[src/rtl/cvbs_syncgen_pkg.sv]
// Shared PAL timing defaults, CVBS sample type and level helpers for cvbs_syncgen.
// Also used by the sync-detector bench so both ends agree on the sample format.
package cvbs_syncgen_pkg;

  typedef logic [5:0] cvbs_sample_t;

  localparam int HCOUNT_W        = 11;
  localparam int LINE_W          = 10;

  localparam int LINE_TIME       = 1536;
  localparam int HSYNC_TIME      = 113;
  localparam int BACKPORCH_TIME  = 137;
  localparam int FRONTPORCH_TIME = 38;
  localparam int LINES           = 312;
  localparam int VSYNC_LINES     = 3;
  localparam int FIRST_ACTIVE    = 23;
  localparam int ACTIVE_LINES    = 288;

  localparam cvbs_sample_t SYNC_LEVEL  = 6'd0;
  localparam cvbs_sample_t BLACK_LEVEL = 6'd12;

  // 7-bit add so the carry is visible; clamp to full white instead of wrapping.
  function automatic cvbs_sample_t sat_add(input cvbs_sample_t a, input cvbs_sample_t b);
    logic [6:0] sum;
    sum = {1'b0, a} + {1'b0, b};
    return sum[6] ? 6'd63 : sum[5:0];
  endfunction

endpackage

[src/rtl/cvbs_level_mux.sv]
// Registered CVBS level select: sync tip, black + luma (saturating) or plain black.
// Looks at the decoded position registered on the previous ce and the luma sampled now.
module cvbs_level_mux
  import cvbs_syncgen_pkg::*;
(
  input  logic         clk,
  input  logic         reset,
  input  logic         ce_i,
  input  logic         sync_low_i,
  input  logic         active_i,
  input  cvbs_sample_t video_i,
  output cvbs_sample_t cvbs_o
);

  cvbs_sample_t cvbs_q, cvbs_d;

  always_comb begin
    cvbs_d = BLACK_LEVEL;
    if (sync_low_i) begin
      cvbs_d = SYNC_LEVEL;
    end else if (active_i) begin
      cvbs_d = sat_add(BLACK_LEVEL, video_i);
    end
  end

  always_ff @(posedge clk) begin
    if (reset) begin
      cvbs_q <= BLACK_LEVEL;
    end else if (ce_i) begin
      cvbs_q <= cvbs_d;
    end
  end

  assign cvbs_o = cvbs_q;

endmodule

[src/rtl/cvbs_syncgen.sv]
// PAL-rate line/frame timing generator and CVBS sync inserter.
// Build option: define CVBS_SYNCGEN_SERRATION_EN for broad-pulse vertical sync.
module cvbs_syncgen
  import cvbs_syncgen_pkg::*;
#(
  parameter int LINE_TIME_P       = LINE_TIME,
  parameter int HSYNC_TIME_P      = HSYNC_TIME,
  parameter int BACKPORCH_TIME_P  = BACKPORCH_TIME,
  parameter int FRONTPORCH_TIME_P = FRONTPORCH_TIME,
  parameter int LINES_P           = LINES,
  parameter int VSYNC_LINES_P     = VSYNC_LINES,
  parameter int FIRST_ACTIVE_P    = FIRST_ACTIVE,
  parameter int ACTIVE_LINES_P    = ACTIVE_LINES
)(
  input  logic                clk,
  input  logic                reset,
  input  logic                ce,
  input  cvbs_sample_t        video,
  output cvbs_sample_t        cvbs,
  output logic                hsync,
  output logic                vsync,
  output logic                porch,
  output logic                active,
  output logic [HCOUNT_W-1:0] hcount,
  output logic [LINE_W-1:0]   line_number
);

  // Video contract: while active=1, upstream holds the luma for that position
  // on video; it is sampled on the next ce, which also emits that position's cvbs.

  logic                started_q, started_d;
  logic [HCOUNT_W-1:0] hcount_q, hcount_d;
  logic [LINE_W-1:0]   line_q, line_d;
  logic                hsync_q, hsync_d;
  logic                vsync_q, vsync_d;
  logic                porch_q, porch_d;
  logic                active_q, active_d;
  logic                vs_line, vs_hsync, in_tip, in_porch, in_picture, picture_line;

  // The first ce after reset decodes position 0 instead of stepping past it.
  always_comb begin
    started_d = started_q;
    hcount_d  = hcount_q;
    line_d    = line_q;
    if (ce) begin
      started_d = 1'b1;
      if (started_q) begin
        if (hcount_q == HCOUNT_W'(LINE_TIME_P - 1)) begin
          hcount_d = '0;
          line_d   = (line_q == LINE_W'(LINES_P - 1)) ? '0 : line_q + 1'b1;
        end else begin
          hcount_d = hcount_q + 1'b1;
        end
      end
    end
  end

  always_comb begin
    vs_line      = line_d < LINE_W'(VSYNC_LINES_P);
    in_tip       = hcount_d < HCOUNT_W'(HSYNC_TIME_P);
    in_porch     = !in_tip && (hcount_d < HCOUNT_W'(HSYNC_TIME_P + BACKPORCH_TIME_P));
    in_picture   = (hcount_d >= HCOUNT_W'(HSYNC_TIME_P + BACKPORCH_TIME_P)) &&
                   (hcount_d <  HCOUNT_W'(LINE_TIME_P - FRONTPORCH_TIME_P));
    picture_line = (line_d >= LINE_W'(FIRST_ACTIVE_P)) &&
                   (line_d <  LINE_W'(FIRST_ACTIVE_P + ACTIVE_LINES_P));
`ifdef CVBS_SYNCGEN_SERRATION_EN
    vs_hsync     = hcount_d >= HCOUNT_W'(LINE_TIME_P - HSYNC_TIME_P);
`else
    vs_hsync     = 1'b0;
`endif
    hsync_d      = vs_line ? vs_hsync : !in_tip;
    vsync_d      = !vs_line;
    porch_d      = !vs_line && in_porch;
    active_d     = !vs_line && in_picture && picture_line;
  end

  always_ff @(posedge clk) begin
    if (reset) begin
      started_q <= 1'b0;
      hcount_q  <= '0;
      line_q    <= '0;
      hsync_q   <= 1'b1;
      vsync_q   <= 1'b1;
      porch_q   <= 1'b0;
      active_q  <= 1'b0;
    end else if (ce) begin
      started_q <= started_d;
      hcount_q  <= hcount_d;
      line_q    <= line_d;
      hsync_q   <= hsync_d;
      vsync_q   <= vsync_d;
      porch_q   <= porch_d;
      active_q  <= active_d;
    end
  end

  // hsync low is the sync-tip indicator on every line, vsync lines included.
  cvbs_level_mux u_level_mux (
    .clk        (clk),
    .reset      (reset),
    .ce_i       (ce),
    .sync_low_i (!hsync_q),
    .active_i   (active_q),
    .video_i    (video),
    .cvbs_o     (cvbs)
  );

  assign hsync       = hsync_q;
  assign vsync       = vsync_q;
  assign porch       = porch_q;
  assign active      = active_q;
  assign hcount      = hcount_q;
  assign line_number = line_q;

endmodule
[config.mk]
export PLATFORM = sky130hd
export DESIGN_NAME = cvbs_syncgen
export DESIGN_NICKNAME = d
export VERILOG_FILES = /design/src/rtl/cvbs_syncgen_pkg.sv /design/src/rtl/cvbs_level_mux.sv /design/src/rtl/cvbs_syncgen.sv
export SDC_FILE = /design/constraint.sdc
export NUM_CORES = 1
export LEC_CHECK = 0
export CORE_AREA = 2 2 84 86
export CTS_CLUSTER_SIZE = 24
export DETAILED_ROUTE_END_ITERATION = 10
export DIE_AREA = 0 0 86 88
export DONT_BUFFER_PORTS = 1
export HOLD_SLACK_MARGIN = 0.1
export PLACE_DENSITY = 0.49
export SETUP_SLACK_MARGIN = 0.1
export SYNTH_ARGS = -nofsm -noshare
export SYNTH_HDL_FRONTEND = slang
export SYNTH_SLANG_ARGS = --single-unit
[constraint.sdc]
create_clock -name clk -period 2.42 [get_ports clk]
set_input_delay 0.121 -clock clk [delete_from_list [all_inputs] [get_ports clk]]
set_output_delay 0.121 -clock clk [all_outputs]
set_load 0.01 [all_outputs]
==> results of run 1 <==
==> report_power, final <==
| group | total [mW] | switching [mW] | internal, mW |
|---|---|---|---|
| clock | 0.448 | 0.194 | 0.253 |
| sequential | 0.544 | 0.00969 | 0.534 |
| combinational | 0.0587 | 0.0331 | 0.0257 |
==> per-layer routing <==
metal | GRT usage | up-vias | wire length (um)
li1 | - | 980 | -
met1 | 0.202 | 949 | 2560
met2 | 0.244 | 74 | 2590
met3 | 0.0471 | 13 | 434
met4 | 0.0707 | 0 | 153
met5 | 0 | - | 0
==> worst max-delay path, delay by kind of cell (launching register included) <==
| kind | cells | cell delay, ps |
|---|---|---|
| AO/OA/AOI/OAI | 2 | 490 |
| multiplexers | 1 | 240 |
| AND/OR/NAND/NOR | 4 | 910 |
| flip-flops | 1 | 460 |
==> path summary, 6_finish.rpt <==
kind                                       startpoint                    end  slack, ps  cells past startpoint
worst max-delay path                        started_q                  vsync        210                      7
worst max register to register              started_q                  vsync        210                      7
worst min-delay path                            reset         line_number[9]        110                      2
worst min register to register  u_level_mux.cvbs_o[3]  u_level_mux.cvbs_o[3]        560                      1
==> sequential cells by signal, summed over array words and instances (netlist names) <==
register            cells
active                  1
hcount                 11
hsync                   1
line_number            10
porch                   1
started_q               1
u_level_mux.cvbs_o      6
vsync                   1
==> cell usage after synthesis (2+ instances only) <==
library cell / number
nor3b_1: 3
a31oi_1: 8
nand4_1: 6
nor2_1: 31
and4_1: 4
o21a_1: 2
nor3_1: 10
and3_1: 12
dfxtp_1: 32
nor2b_1: 2
a21oi_1: 14
nand2b_1: 2
a211o_1: 3
a32o_1: 2
a22oi_1: 2
xnor2_1: 2
nand3_1: 9
clkbuf_1: 6
a211oi_1: 2
nand2_1: 20
ha_1: 3
buf_2: 5
buf_4: 3
inv_1: 6
a21o_1: 3
o21ai_0: 10
o211ai_1: 3
mux2i_1: 6
xor2_1: 9
==> what timing repair did <==
item / CTS / global route
gates cloned: 0 / 0
setup endpoints to repair: 3 / 4
pin swaps: 1 / 3
endpoints found under the hold margin: 31 / 0
gates resized for setup: 5 / 15
setup buffers: 2 / 2
hold buffers: 5 / 0
==> cell type report <==
class	count	area, um^2	share of cell area
multi-input combinational	194	1280	0.519
tap	80	100	0.0406
inverter	7	26.3	0.0107
timing repair buffer	40	323	0.131
sequential	32	641	0.260
clock buffer	7	96.3	0.0391
==> cells by family after synthesis <==
logic type,share of synthesized area
AO/OA/AOI/OAI,0.209
XOR/XNOR,0.0490
adder cells (fa/ha/maj),0.0191
buffers and inverters,0.0547
flip-flops,0.325
multiplexers,0.0362
AND/OR/NAND/NOR,0.306
==> through the flow <==
stage               cell area [um^2]  power [mW]   util  std cells  hold slack, ps
global route                    2460        1.09  0.371        360             113
CTS                             2400        1.07  0.362        358             101
finish                          2460        1.05  0.371        360             107
floorplan                       1970       0.594      -        248             337
global placement                2220       0.598  0.334        344             195
detailed placement              2220       0.598  0.334        344             198
==> impl_results.md, run 1 <==
- Async SR Flop Fraction: 0
- Share of the synthesized area in the top cell type: 0.325
- Routed Antenna Nets: 0
- Endpoints failing hold: 0
- Die ar.: 0.00757 mm^2
- CTS clk-pin slew, worst paths: 60 ps
- Sequential-to-total area share from yosys stat: 0.325
- Routability Congestion: 0.872
- Synth Instances: 248
- Fmax: 452 MHz
- Buffers added on ports: 0
- Worst-path cell chain: and4_4 > and3_4 > nand4_4 > mux2i_2 > and4_1 > o211ai_1 > a211o_1
- Endpoints failing setup: 0
- Number of synthesized flops with an enable pin: 0
- Max VDD drop: 0.274 mV
- Commonest non-fill, non-tap cell in the layout: buf_4
- Largest net degree at the start of global routing: 32
- FILL cells: 679
- Final worst setup slack: 206 ps
- P per Cell Area: 426 mW/mm^2
- Slew @ Worst Pin: 409 ps
- Leading area contributor after synthesis: dfxtp_1
- H-tree Lvls: 2
- Crit share post-route: 0.915
- Clock skew: 5.97 ps
- Num CTS Buffers: 5
- CP max stage cell: dfxtp_1
- Chip Height: 88 um
- Clk root buf: clkbuf_8
- Commonest cells after routing, fill and taps aside: buf_4, dfxtp_1, nor2_1
- Grt ovf: 0
- Ant diodes: 0
- Initial drt markers: 178
- Global-route wire length before repair: 9540 um
- Syn nets: 260
- # DRC: 0
- Yosys reg bits: 32
- TritonCTS clock tree: yes
- Place WS: -43.8 ps
- Status: finished, final reports clean
- Syn_area_per_cell: 7.94 um^2
- Leak: 1.00 nW
- Max capacitance violation total: 0
- Iteration count of the initial detailed-routing pass: 4
- Longest Clk Path Bufs: 2
- Vias: 2,016
- Final slew viol count: 0
- Row Count: 30
- Critical path class: reg2reg
- Synth warn: 0
- Critical path required time: 2600 ps
- Vias/cell: 5.60
- Crit path arrival time: 2390 ps
- Layout area overhead: 25.2%
- Dominant cells by area after synthesis: dfxtp_1, nor2_1, xor2_1
- Initial antenna violation count: 0
- Layout cells sized above 1: 0.229
- DR WL/cell: 15.9 um
- Final Critical Period: 2210 ps
- Initial Util: 0.296
- TNS Setup: 0 ps
- Routed Wire Length: 5740 um
- Synth Cell Area: 0.00197 mm^2
- CP Capture Type: flop
- Number of global-route vias before repair: 1,960
- Worst min path class: in2reg
- Clk sinks: 32
- Type of origin of the critical path: flop
- Crit-path max cell delay: 460 ps
- Total track usage: 0.157
- Worst-path maximum fanout: 8
- # IOs: 40
- Core region area: 0.00664 mm^2
- Die width: 86 um
- Slew headroom: 0.720
- Top_reg_cell synth: dfxtp_1
- RSZ-0062 raised after global routing: true
- Netlist cell types: 57
- Clock insertion delay at the later pin of the skew report: 290 ps
- NumNets Final: 292
- Post-DP HPWL: 4020 um
Note: power is estimated with default switching activity, not from simulation.
==> inputs of run 2 (changes only) <==
--- a/config.mk
+++ b/config.mk
@@ -12,7 +12,7 @@
 export DONT_BUFFER_PORTS = 1
 export HOLD_SLACK_MARGIN = 0.1
 export PLACE_DENSITY = 0.49
-export SETUP_SLACK_MARGIN = 0.1
+export SETUP_SLACK_MARGIN = 0.3
 export SYNTH_ARGS = -nofsm -noshare
 export SYNTH_HDL_FRONTEND = slang
 export SYNTH_SLANG_ARGS = --single-unit
==> run 2 against run 1 <==
  * Clock skew about the same
  * Final cell count grew 0.83%
  * Sequential power about the same
  * Flip-flop and latch count did not move
  * Largest cell class unchanged
  * Core utilization up 1.0 points
==> impl_results.md, run 2 (synthesis results as in run 1) <==
- Initial drt markers: 88 (-51%)
- RSZ-0062 raised after global routing: true
- Critical path required time: 2590 ps (about the same)
- Reg2Reg Depth: 8 (+1)
- Iteration count of the initial detailed-routing pass: 4 (unchanged)
- Worst min path class: in2reg
- Leak: 1.03 nW (+3.0%)
- Routed Antenna Nets: 0 (unchanged)
- Routability Congestion: 0.823 (-5.7%)
- Max reg flops: 11 (unchanged)
- Largest net degree at the start of global routing: 32 (unchanged)
- Clk root buf: clkbuf_8
- DR top layer: met4
- TNS Setup: 0 ps (unchanged)
- P per Cell Area: 453 mW/mm^2 (+6.2%)
- Initial antenna violation count: 0 (unchanged)
- Worst hold endpoint: started_q
- Place WS: 120 ps (+164 ps)
- Die width: 86 um (unchanged)
- CP Capture Type: flop
- Grt ovf: 0 (unchanged)
- R2r endpoint: vsync
- Row Count: 30 (unchanged)
- # DRC: 0 (unchanged)
- Number of global-route vias before repair: 1,980 (+1.0%)
- Final slew viol count: 0 (unchanged)
- Max capacitance violation total: 0 (unchanged)
- H-tree Lvls: 2 (unchanged)
- Commonest non-fill, non-tap cell in the layout: buf_4
- Hold path cells: 2 (unchanged)
- Worst-path maximum fanout: 8 (unchanged)
- Core region area: 0.00664 mm^2 (unchanged)
- Num CTS Buffers: 5 (unchanged)
- Total track usage: 0.164 (+0.00671)
- CTS clk-pin slew, worst paths: 70 ps (about the same)
- # IOs: 40 (unchanged)
- Final instance area: 0.00253 mm^2 (+2.7%)
- Post-DP HPWL: 4130 um (+2.7%)
- Clock skew: 6.10 ps (+0.126 ps)
- M1 WL: 2670 um (+4.1%)
- Final worst setup slack: 248 ps (+41.7 ps)
- Commonest cells after routing, fill and taps aside: buf_4, nor2_1, dfxtp_1
- Routed Wire Length: 5960 um (+3.8%)
- Vias: 2,004 (-0.60%)
- Fmax: 460 MHz (+1.9%)
- Buffers added on ports: 0 (unchanged)
- Layout area overhead: 28.6%
- DR WL/cell: 16.4 um (+2.9%)
- Critical path class: reg2reg
- Crit path arrival time: 2350 ps (-40 ps)
- Endpoints failing hold: 0 (unchanged)
- Post-DP Area: 0.00224 mm^2 (+1.0%)
- Max VDD drop: 0.233 mV (-15%)
- NumNets Final: 294 (+0.68%)
- Crit share post-route: 0.898 (-0.0172)
- Slew @ Worst Pin: 365 ps (-43.9 ps)
- TritonCTS clock tree: yes
- Layout cells sized above 1: 0.258 (+0.0294)
- FF-to-FF setup slack: 250 ps (+40 ps)
- Die ar.: 0.00757 mm^2 (unchanged)
- Status: finished, final reports clean
- WL met3: 420 um (-3.2%)
- Global-route wire length before repair: 9760 um (+2.3%)
- Slew headroom: 0.756 (+0.0357)
- Ant diodes: 0 (unchanged)
- R2r startpoint: hcount[0]
- Final Critical Period: 2170 ps (-41.7 ps)
- Chip Height: 88 um (unchanged)
- Initial Util: 0.296 (unchanged)
- Vias/cell: 5.52 (-1.4%)
- Beginning of the worst hold path: reset
- Type of origin of the critical path: flop
- Met2 WL: 2810 um (+8.5%)
- Clk sinks: 32 (unchanged)
- Longest Clk Path Bufs: 2 (unchanged)
- Endpoints failing setup: 0 (unchanged)
- Clock insertion delay at the later pin of the skew report: 280 ps (about the same)
-- run 2: final cells by class --
type,instances,area [um^2]
inverter,7,26.3
clock inverter,2,33.8
tap,80,100
timing repair buffer,42,345
sequential,32,661
fill,702,4110
multi-input combinational,194,1280
clock buffer,6,82.6
-- run 2: metrics by stage --
step | util | hold slack, ps | cells | total power [mW]
global placement | 0.338 | 190 | 341 | 0.596
global route | 0.381 | 113 | 363 | 1.20
finish | 0.381 | 102 | 363 | 1.15
detailed placement | 0.338 | 195 | 341 | 0.596
floorplan | - | 337 | 248 | 0.593
CTS | 0.380 | 102 | 363 | 1.16
-- run 2: worst max path at each step --
stage / startpoint / end / cells past startpoint
after global routing: hcount[0] / hsync / 9
after detailed placement: hcount[0] / hsync / 8
after global placement: line_number[0] / active / 8
after CTS: hcount[0] / hsync / 8
final: hcount[0] / vsync / 8
after floorplan: line_number[4] / hsync / 9
-- run 2: metal layers --
layer,global-route usage,vias up
li1,-,977
met1,0.203,966
met2,0.267,56
met3,0.0500,5
met4,0.0649,0
met5,0,-
-- run 2: where the power goes --
group,internal [mW],switching (mW),total (mW),leakage [nW]
combinational,0.0262,0.0302,0.0564,0.710
sequential,0.532,0.0132,0.545,0.265
clock,0.332,0.212,0.544,0.0588
total,0.890,0.255,1.15,1.03
-- run 2: critical path, stage by stage, from the launching register on --
cell and delay, ps:
dfxtp_4 410, ha_4 150, and4_4 280, nand4_1 120, nor2_1 150, mux2i_1 240
and4_1 250, o211ai_1 140, a211o_1 320
-- run 2: timing repair --
action / 4_1_cts / 5_1_grt
hold buffers: 5 / 0
buffers inserted: 9 / 0
pin swaps: 10 / 6
setup endpoints to repair: 4 / 4
resized for setup: 10 / 5
hold endpoints to repair: 31 / 0
